## src/rtl/os_generator_if.sv

```systemverilog
// os_generator_if: ordered-set valid/ready handshake towards the serializer
interface os_generator_if;
  logic [127:0] orderedset;
  logic         valid;
  logic         ready;
  modport master (output orderedset, valid, input ready);
  modport slave (input orderedset, valid, output ready);
endinterface

```

## src/rtl/os_generator.sv

```systemverilog
// os_generator: builds TS1/TS2 ordered sets per LTSSM substate and counts transmitted sets
module os_generator #(
  parameter bit          DEVICETYPE = 1'b0,
  parameter logic [10:0] PA_MIN_TS1 = 11'd1024,
  parameter logic [4:0]  POST_RX_TS = 5'd16
) (
  input  logic               clk,
  input  logic               reset,
  input  logic [3:0]         substate,
  input  logic [7:0]         linkNumber,
  input  logic [7:0]         laneNumber,
  input  logic [7:0]         rateid,
  input  logic               upconfigure_capability,
  input  logic               rx_ts_seen,
  os_generator_if.master     bus,
  output logic [10:0]        tx_count,
  output logic               tx_done
);
  localparam logic [7:0] PAD = 8'hF7;
  typedef enum logic [1:0] {IDLE, SEND, STALL} state_t;
  state_t       state;
  logic [3:0]   sub_q;
  logic         armed;
  logic [4:0]   post_cnt;
  logic [127:0] os_q;
  logic         xfer, pending, change, is_tx, is_ts2, done_nxt;
  logic [7:0]   link, lane;
  logic [10:0]  cnt_nxt;
  logic [4:0]   post_nxt;
  logic [127:0] os_nxt;
  assign bus.valid = state != IDLE;
  assign bus.orderedset = os_q;
  // next set content, handshake status and saturating counter increments
  always_comb begin
    xfer = bus.valid && bus.ready;
    pending = bus.valid && !bus.ready;
    change = substate != sub_q;
    is_tx = substate >= 4'd2 && substate <= 4'd8;
    is_ts2 = substate == 4'd3 || substate == 4'd8;
    link = (substate == 4'd2 || substate == 4'd3 || (substate == 4'd4 && DEVICETYPE)) ? PAD : linkNumber;
    lane = (substate <= 4'd4 || (substate == 4'd5 && DEVICETYPE)) ? PAD : laneNumber;
    os_nxt = {{10{is_ts2 ? 8'h25 : 8'h2A}}, 5'b0, upconfigure_capability, 2'b0, rateid, 8'h00,
              lane, link, is_ts2 ? 8'h2D : 8'h1E};
    cnt_nxt = (xfer && tx_count != 11'h7FF) ? tx_count + 11'd1 : tx_count;
    post_nxt = (xfer && armed && post_cnt != 5'h1F) ? post_cnt + 5'd1 : post_cnt;
    done_nxt = (sub_q == 4'd2 && cnt_nxt >= PA_MIN_TS1) ||
               ((sub_q == 4'd3 || sub_q == 4'd8) && post_nxt >= POST_RX_TS);
  end
  // handshake FSM: a stalled set is held bit-stable and defers any substate change
  always_ff @(posedge clk or posedge reset) begin
    if (reset) begin
      state <= IDLE;
      os_q <= '0;
      sub_q <= '0;
    end else if (pending) begin
      state <= STALL;
    end else begin
      state <= is_tx ? SEND : IDLE;
      os_q <= os_nxt;
      sub_q <= substate;
    end
  end
  // transmit counters and sticky done flag, cleared on an accepted substate change
  always_ff @(posedge clk or posedge reset) begin
    if (reset) begin
      tx_count <= '0;
      post_cnt <= '0;
      armed <= 1'b0;
      tx_done <= 1'b0;
    end else if (!pending && change) begin
      tx_count <= '0;
      post_cnt <= '0;
      armed <= 1'b0;
      tx_done <= 1'b0;
    end else begin
      tx_count <= cnt_nxt;
      post_cnt <= post_nxt;
      armed <= armed | rx_ts_seen;
      tx_done <= tx_done | done_nxt;
    end
  end
endmodule

```

## src/flat_wrapper.sv

```systemverilog
// flat-port wrapper written by rule: the top's interface ports become plain ports
module os_generator_flat 
#(
  parameter bit          DEVICETYPE = 1'b0,
  parameter logic [10:0] PA_MIN_TS1 = 11'd1024,
  parameter logic [4:0]  POST_RX_TS = 5'd16
)
  (clk, reset, substate, linkNumber, laneNumber, rateid, upconfigure_capability, rx_ts_seen, tx_count, tx_done, bus_orderedset, bus_valid, bus_ready);
  os_generator_if bus_i ();
  input  logic clk;
  input  logic reset;
  input  logic [3:0] substate;
  input  logic [7:0] linkNumber;
  input  logic [7:0] laneNumber;
  input  logic [7:0] rateid;
  input  logic upconfigure_capability;
  input  logic rx_ts_seen;
  output logic [10:0] tx_count;
  output logic tx_done;
  output wire logic [$bits(bus_i.orderedset)-1:0] bus_orderedset;
  output wire logic [$bits(bus_i.valid)-1:0] bus_valid;
  input wire logic [$bits(bus_i.ready)-1:0] bus_ready;
  assign bus_orderedset = bus_i.orderedset;
  assign bus_valid = bus_i.valid;
  assign bus_i.ready = bus_ready;
  os_generator #(.DEVICETYPE(DEVICETYPE), .PA_MIN_TS1(PA_MIN_TS1), .POST_RX_TS(POST_RX_TS)) u_core (.clk(clk), .reset(reset), .substate(substate), .linkNumber(linkNumber), .laneNumber(laneNumber), .rateid(rateid), .upconfigure_capability(upconfigure_capability), .rx_ts_seen(rx_ts_seen), .bus(bus_i), .tx_count(tx_count), .tx_done(tx_done));
endmodule
```

## config.mk

```make
export PLATFORM = sky130hd
export DESIGN_NAME = os_generator_flat
export DESIGN_NICKNAME = d
export VERILOG_FILES = /design/src/rtl/os_generator_if.sv /design/src/rtl/os_generator.sv /design/src/flat_wrapper.sv
export SDC_FILE = /design/constraint.sdc
export NUM_CORES = 1
export LEC_CHECK = 0
export ABC_CLOCK_PERIOD_IN_PS = 2100
export CELL_PAD_IN_SITES_DETAIL_PLACEMENT = 0
export CELL_PAD_IN_SITES_GLOBAL_PLACEMENT = 2
export CORE_UTILIZATION = 22
export CTS_BUF_LIST = sky130_fd_sc_hd__clkbuf_8
export DETAILED_ROUTE_END_ITERATION = 10
export HOLD_SLACK_MARGIN = 0.06
export PLACE_DENSITY_LB_ADDON = 0.1
export SLEW_MARGIN = 20
export SYNTH_ARGS = -nofsm -noshare
export SYNTH_HDL_FRONTEND = slang
export SYNTH_SLANG_ARGS = --single-unit
```

## constraint.sdc

```tcl
create_clock -name clk -period 2.1 [get_ports clk]
set_input_delay 0.42 -clock clk [delete_from_list [all_inputs] [get_ports clk]]
set_output_delay 0.42 -clock clk [all_outputs]
set_load 0.01 [all_outputs]
```

==> results of run 1 <==
routing by layer:
layer	vias up	global-route usage	wire length (µm)
li1	1088	-	-
met1	1068	0.125	3100
met2	118	0.176	3510
met3	5	0.0170	448
met4	0	0.0324	81
met5	-	0	0
sequential cells by signal, summed over array words and instances, names as in the netlist:
register               cells
u_core.armed               1
u_core.state               2
u_core.sub_q               4
u_core.bus.orderedset     28
u_core.tx_count           11
u_core.tx_done             1
u_core.post_cnt            5
cell usage after synthesis (all sizes together) (3+ instances only):
| library cell | count | area, µm² |
|---|---|---|
| dfrtp | 52 | 1300 |
| inv | 8 | 30.0 |
| nor3 | 3 | 15.0 |
| or4 | 3 | 22.5 |
| nand2 | 45 | 169 |
| nor2 | 14 | 55.1 |
| nand2b | 4 | 27.5 |
| buf | 108 | 803 |
| ha | 3 | 37.5 |
| a21oi | 11 | 66.3 |
| nand3 | 7 | 40.0 |
| xnor2 | 6 | 52.6 |
| o22a | 14 | 123 |
| o21ai | 12 | 60.1 |
| or3 | 4 | 27.5 |
| o31ai | 4 | 43.8 |
report_power, final:
group	leakage, µW	switching (µW)	internal [µW]
Combinational	0.00108	317	357
Clock	0.0000452	323	223
Sequential	0.000638	62.6	1080
Total	0.00176	702	1660
area by class of cell:
type                       instances  area share
timing repair buffer             140       0.335
sequential                        52       0.314
multi-input combinational        200       0.272
tap                              176      0.0531
clock buffer                       5      0.0166
inverter                           8     0.00724
clock inverter                     2     0.00211
metrics by stage:
stage	cells	total power, µW	util	instance area, µm²	setup WS (ns)
3_5_place_dp	576	1850	0.303	4070	0.0685
3_3_place_gp	576	1850	0.303	4070	0.0910
6_report	583	2360	0.309	4150	0.198
5_1_grt	583	2520	0.309	4150	0.0284
2_1_floorplan	368	1590	-	3260	0.401
4_1_cts	583	2420	0.309	4150	0.157
repair_timing:
item                       in CTS  in global routing
setup buffers                   0                  0
resized for setup               2                  0
setup endpoints to repair      44                  0
hold buffers                    0                  0
worst max path at each step:
stage	start	to	slack, ns	cells past startpoint
floorplan	u_core.post_cnt[0]	u_core.tx_done	0.40	7
global placement	bus_ready	u_core.tx_count[9]	0.09	5
detailed placement	bus_ready	u_core.tx_count[7]	0.07	5
CTS	u_core.bus.orderedset[122]	bus_orderedset[106]	0.16	1
global route	u_core.tx_count[1]	u_core.tx_count[5]	0.03	5
finish	u_core.state[1]	bus_valid	0.20	2
kinds of logic after synthesis:
group,Yosys count
xor+xnor,8
other cells,1
flops,52
buf+inv,116
compound gates,47
simple gates,93
mux,2
fa+ha+maj,3
critical path: stages, from the launching register on:
cell and delay, ns:
dfrtp_1 0.40, or2_1 0.27, clkdlybuf4s50_1 0.52
==> results.py, run 1 <==
metrics = {
    "worst_hold_path": {
        "hp-class": "reg2reg",
        "holdPathStages": 2,
        "holdPathEnd": "u_core.bus.orderedset[36]",
        "hp-start": "u_core.bus.orderedset[36]",
    },
    "clock_tree": {
        "cts_buffer_depth": 2,
        "numCtsBuffers": 5,
        "tritoncts": "done",
        "clock_latency_ns": 0.30,
        "htree_levels": 2,
        "clock-sinks": 52,
        "clockRootBuffer": "clkbuf_8",
        "clk_pin_slew_ns": 0.09,
    },
    "sta": {
        "slew_viol_final": 0,
        "relSlewSlack": 0.573,
        "timing.hold.ws_ns": 0.475,
        "rsz0062_at_grt": "no",
        "fin_crit_ns": 1.90,
        "max_freq_mhz": 526,
        "clock_skew_ns": 0.00385,
        "tns_ns": 0,
        "setup_viol_count_final": 0,
        "finalHoldViolations": 0,
        "finalCritPeriodShare": 0.906,
        "worst_slew_pin_slew_ns": 0.640,
    },
    "floorplanning": {
        "die_x_um": 121,
        "start_util": 0.230,
        "dieArea_um2": 14500,
        "core_area_um2": 13500,
        "die_h_um": 121,
        "row_count": 42,
        "io_pins": 174,
    },
    "logic_synthesis": {
        "syn_avg_cell_area_um2": 9.59,
        "synth_edf_count": 0,
        "synth_top_family_by_area": "buffers and inverters",
        "synth-compound-area-share": 0.117,
        "ys_ff_latch": 52,
        "yosys.area_share.simple": 0.150,
        "synth_xor_area_frac": 0.0227,
        "synthAdderAreaFrac": 0.0122,
        "synth-main-ff-cell": "dfrtp_1",
        "synth_cell_types": 45,
        "synth-async-reset-ratio": 1.00,
        "netlist_area_um2": 3090,
        "synth.yosys.warnings": 0,
        "seq_area_frac_synth": 0.421,
        "netlist_instances": 322,
        "synthMuxAreaShare": 0.00648,
    },
    "placement": {
        "io_buffers": 126,
        "dpl.hpwl_um": 5290,
        "gp_congestion": 0.677,
    },
    "layout": {
        "area_growth_syn_to_layout_pct": 34.3,
        "mostFrequentLayoutCell": "clkdlybuf4s50_1",
        "n_antenna_cell": 0,
        "n_fill_cell": 1430,
        "drive_gt1_frac": 0.0934,
        "mostFrequentLayoutCells": "126 x clkdlybuf4s50_1, 50 x dfrtp_1, 47 x conb_1",
        "multi_input_area_um2": 1130,
        "ff_latch_area_um2": 1300,
        "finalNetCount": 443,
    },
    "detailed_routing": {
        "drt_wl_total_um": 7140,
        "drt-vias-per-instance": 3.91,
        "drtIter0Drc": 88,
        "first_pass_iters": 6,
        "ant_nets": 0,
        "drc": 0,
        "post_drt_wl_per_cell_um": 12.2,
        "via_count": 2279,
    },
    "setup_path": {
        "r2r_start": "u_core.tx_count[1]",
        "ff2ff_path_depth": 5,
        "r2r-end": "u_core.tx_count[1]",
        "crit_required_ns": 1.68,
        "cp.arrival_ns": 1.48,
        "start_kind": "flop",
        "cp_max_fo": 3,
        "critPathCaptureType": "output port",
        "path_class": "reg2out",
        "r2r_slack_ns": 0.22,
    },
    "grt": {
        "antenna_found_initial": 0,
        "grt_pass1_vias": 2145,
        "grt_usage": 0.101,
        "grt_max_degree": 53,
        "grt_overflow": 0,
        "grt_pass1_wl_um": 11500,
    },
    "power": {
        "powerDensity_nw_per_um2": 569,
        "irDropWorstVdd_mv": 0.253,
        "power.leakage_uw": 0.00176,
    },
    "status": {
        "status": "completed",
    },
    "job": {
        "maxCapViolCount": 0,
    },
}
Note: power is estimated with default switching activity, not from simulation.
==> run 2: changes to the inputs <==
--- a/config.mk
+++ b/config.mk
@@ -8,6 +8,7 @@
 export ABC_CLOCK_PERIOD_IN_PS = 2100
 export CELL_PAD_IN_SITES_DETAIL_PLACEMENT = 0
 export CELL_PAD_IN_SITES_GLOBAL_PLACEMENT = 2
+export CORE_MARGIN = 2
 export CORE_UTILIZATION = 22
 export CTS_BUF_LIST = sky130_fd_sc_hd__clkbuf_8
 export DETAILED_ROUTE_END_ITERATION = 10
==> run 2 against run 1 <==
  * Critical path depth rose by 4
  * Via count about the same
  * Register-to-register slack worse by 0.03 ns
  * Power up 0.67%
  * Clock-buffer cell count stayed put
  * First-iteration DRC count up 14%
  * Sequential power about the same
  * Global-route usage shrank 0.55 points
  * Largest cell class unchanged
==> results.py, run 2 (synthesis gave the netlist of run 1 again) <==
metrics = {
    "status": {
        "status": "completed",
    },
    "clock_tree": {
        "numCtsBuffers": 5,
        "clk_pin_slew_ns": 0.10,
        "cts_hold_buf": 0,
        "clock-sinks": 52,
        "postCtsSetupBuffers": 0,
        "clock_latency_ns": 0.31,
        "cts_buffer_depth": 2,
        "clockRootBuffer": "clkbuf_8",
        "tritoncts": "done",
        "htree_levels": 2,
    },
    "setup_path": {
        "critPathCaptureType": "flop",
        "cp_max_fo": 11,
        "start_kind": "flop",
        "cp.arrival_ns": 2.12,
        "crit_required_ns": 2.31,
        "path_class": "reg2reg",
    },
    "floorplanning": {
        "core_area_um2": 13800,
        "row_count": 43,
        "die_x_um": 123,
        "dieArea_um2": 15000,
        "start_util": 0.224,
        "io_pins": 174,
        "die_h_um": 123,
    },
    "power": {
        "irDropWorstVdd_mv": 0.255,
        "powerDensity_nw_per_um2": 572,
        "power.leakage_uw": 0.00176,
    },
    "sta": {
        "timing.hold.ws_ns": 0.452,
        "fin_crit_ns": 1.91,
        "finalHoldViolations": 0,
        "slew_viol_final": 0,
        "setup_viol_count_final": 0,
        "tns_ns": 0,
        "finalCritPeriodShare": 0.909,
        "clock_skew_ns": 0.00765,
        "max_freq_mhz": 524,
        "rsz0062_at_grt": "no",
    },
    "placement": {
        "io_buffers": 126,
        "gp_congestion": 0.695,
        "placed_cells": 580,
        "dpl.hpwl_um": 5340,
    },
    "layout": {
        "post-route-util": 0.302,
        "n_antenna_cell": 0,
        "finalNetCount": 443,
        "area_growth_syn_to_layout_pct": 34.5,
        "n_fill_cell": 1450,
        "stdcell_count": 587,
        "largest_reg_flops": 28,
        "drive_gt1_frac": 0.0909,
        "mostFrequentLayoutCells": "126 x clkdlybuf4s50_1, 51 x dfrtp_1, 47 x conb_1",
        "mostFrequentLayoutCell": "clkdlybuf4s50_1",
    },
    "detailed_routing": {
        "post_drt_wl_per_cell_um": 12.4,
        "via_count": 2281,
        "ant_nets": 0,
        "drc": 0,
        "drt-vias-per-instance": 3.89,
        "first_pass_iters": 4,
        "drtIter0Drc": 100,
        "drt_wl_total_um": 7250,
    },
    "grt": {
        "grt_usage": 0.0953,
        "grt_pass1_vias": 2063,
        "grt_overflow": 0,
        "grt_pass1_wl_um": 11100,
        "antenna_found_initial": 0,
        "grt_max_degree": 53,
    },
    "job": {
        "maxCapViolCount": 0,
    },
    "worst_hold_path": {
        "hp-class": "in2async",
    },
}
run 2: worst max-delay path: stages (launching register included):
cell     delay (ns)
dfrtp_1        0.43
ha_1           0.24
nand4_2        0.21
o31ai_4        0.46
buf_4          0.23
mux2i_1        0.21
nor2_2         0.04
run 2: worst paths after layout:
check / from / end / slack, ns / depth (start not counted)
setup / recovery: u_core.tx_count[1] / u_core.tx_count[1] / 0.19 / 6
hold / removal: reset / u_core.post_cnt[3] / 0.45 / 3
setup reg to reg: u_core.tx_count[1] / u_core.tx_count[1] / 0.19 / 6
hold reg to reg: u_core.bus.orderedset[38] / u_core.bus.orderedset[38] / 0.47 / 2
max in group asynchronous: reset / u_core.bus.orderedset[122] / 1.33 / 3
min in group clk: u_core.bus.orderedset[38] / u_core.bus.orderedset[38] / 0.47 / 2
run 2: routing by layer:
layer  GRT usage  wire length (µm)  up-vias
met2       0.154              3390      118
met3      0.0279               608        5
met1       0.122              3150     1069
met4      0.0302               104        0
li1            -                 -     1089
met5           0                 0        -
run 2: cell type report:
class | instances | area (µm²) | area share
clock inverter | 2 | 8.76 | 0.00211
tap | 180 | 225 | 0.0542
inverter | 8 | 30.0 | 0.00723
sequential | 52 | 1300 | 0.314
multi-input combinational | 200 | 1130 | 0.271
timing repair buffer | 140 | 1390 | 0.335
clock buffer | 5 | 68.8 | 0.0166
run 2: stage by stage:
stage	area, µm²	total power, µW	worst slack (ns)
after floorplan	3260	1590	0.401
after global placement	4080	1850	0.130
after detailed placement	4080	1860	0.0890
after CTS	4150	2440	0.132
after global routing	4150	2530	0.0157
final	4150	2380	0.191
run 2: power breakdown:
group	total [µW]	leakage (µW)	internal, µW	switching [µW]
sequential	1130	0.000638	1080	56.0
combinational	684	0.00108	364	320
clock	559	0.0000452	223	336
total	2380	0.00176	1660	712
run 2: repair_timing:
item / in CTS / in global routing
gates resized for setup: 1 / 0
setup endpoints to repair: 22 / 1
pin swaps: 0 / 1
==> run 3: changes to the inputs <==
--- a/config.mk
+++ b/config.mk
@@ -13,6 +13,7 @@
 export CTS_BUF_LIST = sky130_fd_sc_hd__clkbuf_8
 export DETAILED_ROUTE_END_ITERATION = 10
 export HOLD_SLACK_MARGIN = 0.06
+export MAX_ROUTING_LAYER = met4
 export PLACE_DENSITY_LB_ADDON = 0.1
 export SLEW_MARGIN = 20
 export SYNTH_ARGS = -nofsm -noshare
==> run 3 against run 2 <==
  * First-iteration DRC count up 6.0%
  * Clock skew rose by 0.0022 ns
  * Die area did not move
  * Via count up 0.53%
  * Clock-buffer cell count is the same
  * Fmax shrank 0.32%
  * Power up 0.33%
  * Critical path depth is 4 lower
  * Worst setup slack lost 0.0061 ns
  * Non-clock buffer count unchanged
==> results.py, run 3 (synthesis gave the netlist of run 1 again) <==
metrics = {
    "status": {
        "status": "completed",
    },
    "floorplanning": {
        "die_x_um": 123,
        "row_count": 43,
        "die_h_um": 123,
        "io_pins": 174,
        "dieArea_um2": 15000,
        "start_util": 0.224,
        "core_area_um2": 13800,
    },
    "setup_path": {
        "crit_required_ns": 1.68,
        "r2r_start": "u_core.tx_count[1]",
        "start_kind": "flop",
        "cp_max_fo": 3,
        "r2r_slack_ns": 0.19,
        "r2r-end": "u_core.tx_count[1]",
        "ff2ff_path_depth": 6,
        "critPathCaptureType": "output port",
        "cp.arrival_ns": 1.50,
        "path_class": "reg2out",
    },
    "layout": {
        "mostFrequentLayoutCell": "clkdlybuf4s50_1",
        "mostFrequentLayoutCells": "126 x clkdlybuf4s50_1, 51 x dfrtp_1, 47 x conb_1",
        "area_growth_syn_to_layout_pct": 34.5,
        "n_antenna_cell": 0,
        "drive_gt1_frac": 0.0909,
        "n_fill_cell": 1450,
        "finalNetCount": 443,
        "largest_reg_flops": 28,
    },
    "detailed_routing": {
        "ant_nets": 0,
        "via_count": 2293,
        "drtIter0Drc": 106,
        "first_pass_iters": 4,
        "drt-vias-per-instance": 3.91,
        "drt_wl_total_um": 7290,
        "drc": 0,
        "post_drt_wl_per_cell_um": 12.4,
    },
    "sta": {
        "clock_skew_ns": 0.00988,
        "setup_slack_ns": 0.185,
        "finalCritPeriodShare": 0.912,
        "slew_viol_final": 0,
        "finalHoldViolations": 0,
        "fin_crit_ns": 1.92,
        "rsz0062_at_grt": "no",
        "setup_viol_count_final": 0,
        "tns_ns": 0,
        "max_freq_mhz": 522,
    },
    "grt": {
        "grt_overflow": 0,
        "grt_pass1_vias": 2066,
        "grt_usage": 0.0982,
        "grt_pass1_wl_um": 11100,
        "grt_max_degree": 53,
        "antenna_found_initial": 0,
    },
    "clock_tree": {
        "clock_latency_ns": 0.31,
        "postCtsSetupBuffers": 0,
        "cts_hold_buf": 0,
        "htree_levels": 2,
        "numCtsBuffers": 5,
        "clk_pin_slew_ns": 0.10,
        "clockRootBuffer": "clkbuf_8",
        "tritoncts": "done",
        "cts_buffer_depth": 2,
        "clock-sinks": 52,
    },
    "power": {
        "powerDensity_nw_per_um2": 574,
        "irDropWorstVdd_mv": 0.255,
        "power.leakage_uw": 0.00176,
    },
    "job": {
        "maxCapViolCount": 0,
    },
    "placement": {
        "io_buffers": 126,
        "dpl.hpwl_um": 5340,
        "gp_congestion": 0.703,
        "pre_cts_slack_ns": 0.0890,
    },
    "worst_hold_path": {
        "hp-class": "in2async",
    },
}
run 3: cell counts in the layout (fill, tap and decap cells not counted):
Identical to the previous run, type by type.
run 3: cell type report:
type	count	area [µm²]	area share
multi-input cells	200	1130	0.271
clock inverters	2	8.76	0.00211
clock buffers	5	68.8	0.0166
flip-flops and latches	52	1300	0.314
well taps	180	225	0.0542
repair buffers	140	1390	0.335
inverters	8	30.0	0.00723
run 3: critical path, cell delays in order (launching register included):
cell and delay [ns]:
dfrtp_1 0.41, or2_1 0.26, clkdlybuf4s50_1 0.51
run 3: metal layers:
layer | track usage | routed length [µm]
met1 | 0.125 | 3210
met2 | 0.154 | 3440
met4 | 0.0302 | 90
met5 | - | 0
met3 | 0.0237 | 549
run 3: power breakdown:
part	internal [µW]	leakage, µW	total (µW)	switching (µW)
Combinational	364	0.00108	684	320
Clock	223	0.0000452	567	343
Sequential	1080	0.000638	1130	56.2
Total	1660	0.00176	2380	720
run 3: how the worst max path moves through the flow:
| stage | slack [ns] | cells past startpoint | to | start |
|---|---|---|---|---|
| after global placement | 0.13 | 5 | u_core.tx_count[7] | bus_ready |
| after detailed placement | 0.09 | 5 | u_core.tx_count[9] | bus_ready |
| after CTS | 0.13 | 6 | u_core.tx_count[1] | u_core.tx_count[1] |
| after floorplan | 0.40 | 7 | u_core.tx_done | u_core.post_cnt[0] |
| final | 0.18 | 2 | bus_valid | u_core.state[1] |
| after global routing | 0.02 | 6 | u_core.tx_count[1] | u_core.tx_count[1] |
run 3: stage by stage:
step | utilization | hold WS, ns | total power, µW | cells | instance area, µm²
floorplan | - | 0.478 | 1590 | 368 | 3260
global placement | 0.296 | 0.450 | 1850 | 580 | 4080
detailed placement | 0.296 | 0.460 | 1860 | 580 | 4080
CTS | 0.302 | 0.477 | 2440 | 587 | 4150
global route | 0.302 | 0.507 | 2530 | 587 | 4150
finish | 0.302 | 0.448 | 2380 | 587 | 4150
run 3: timing repair:
item | 4_1_cts | 5_1_grt
endpoints found under the setup margin | 22 | 1
pin swaps | 0 | 1
gates resized for setup | 1 | 0
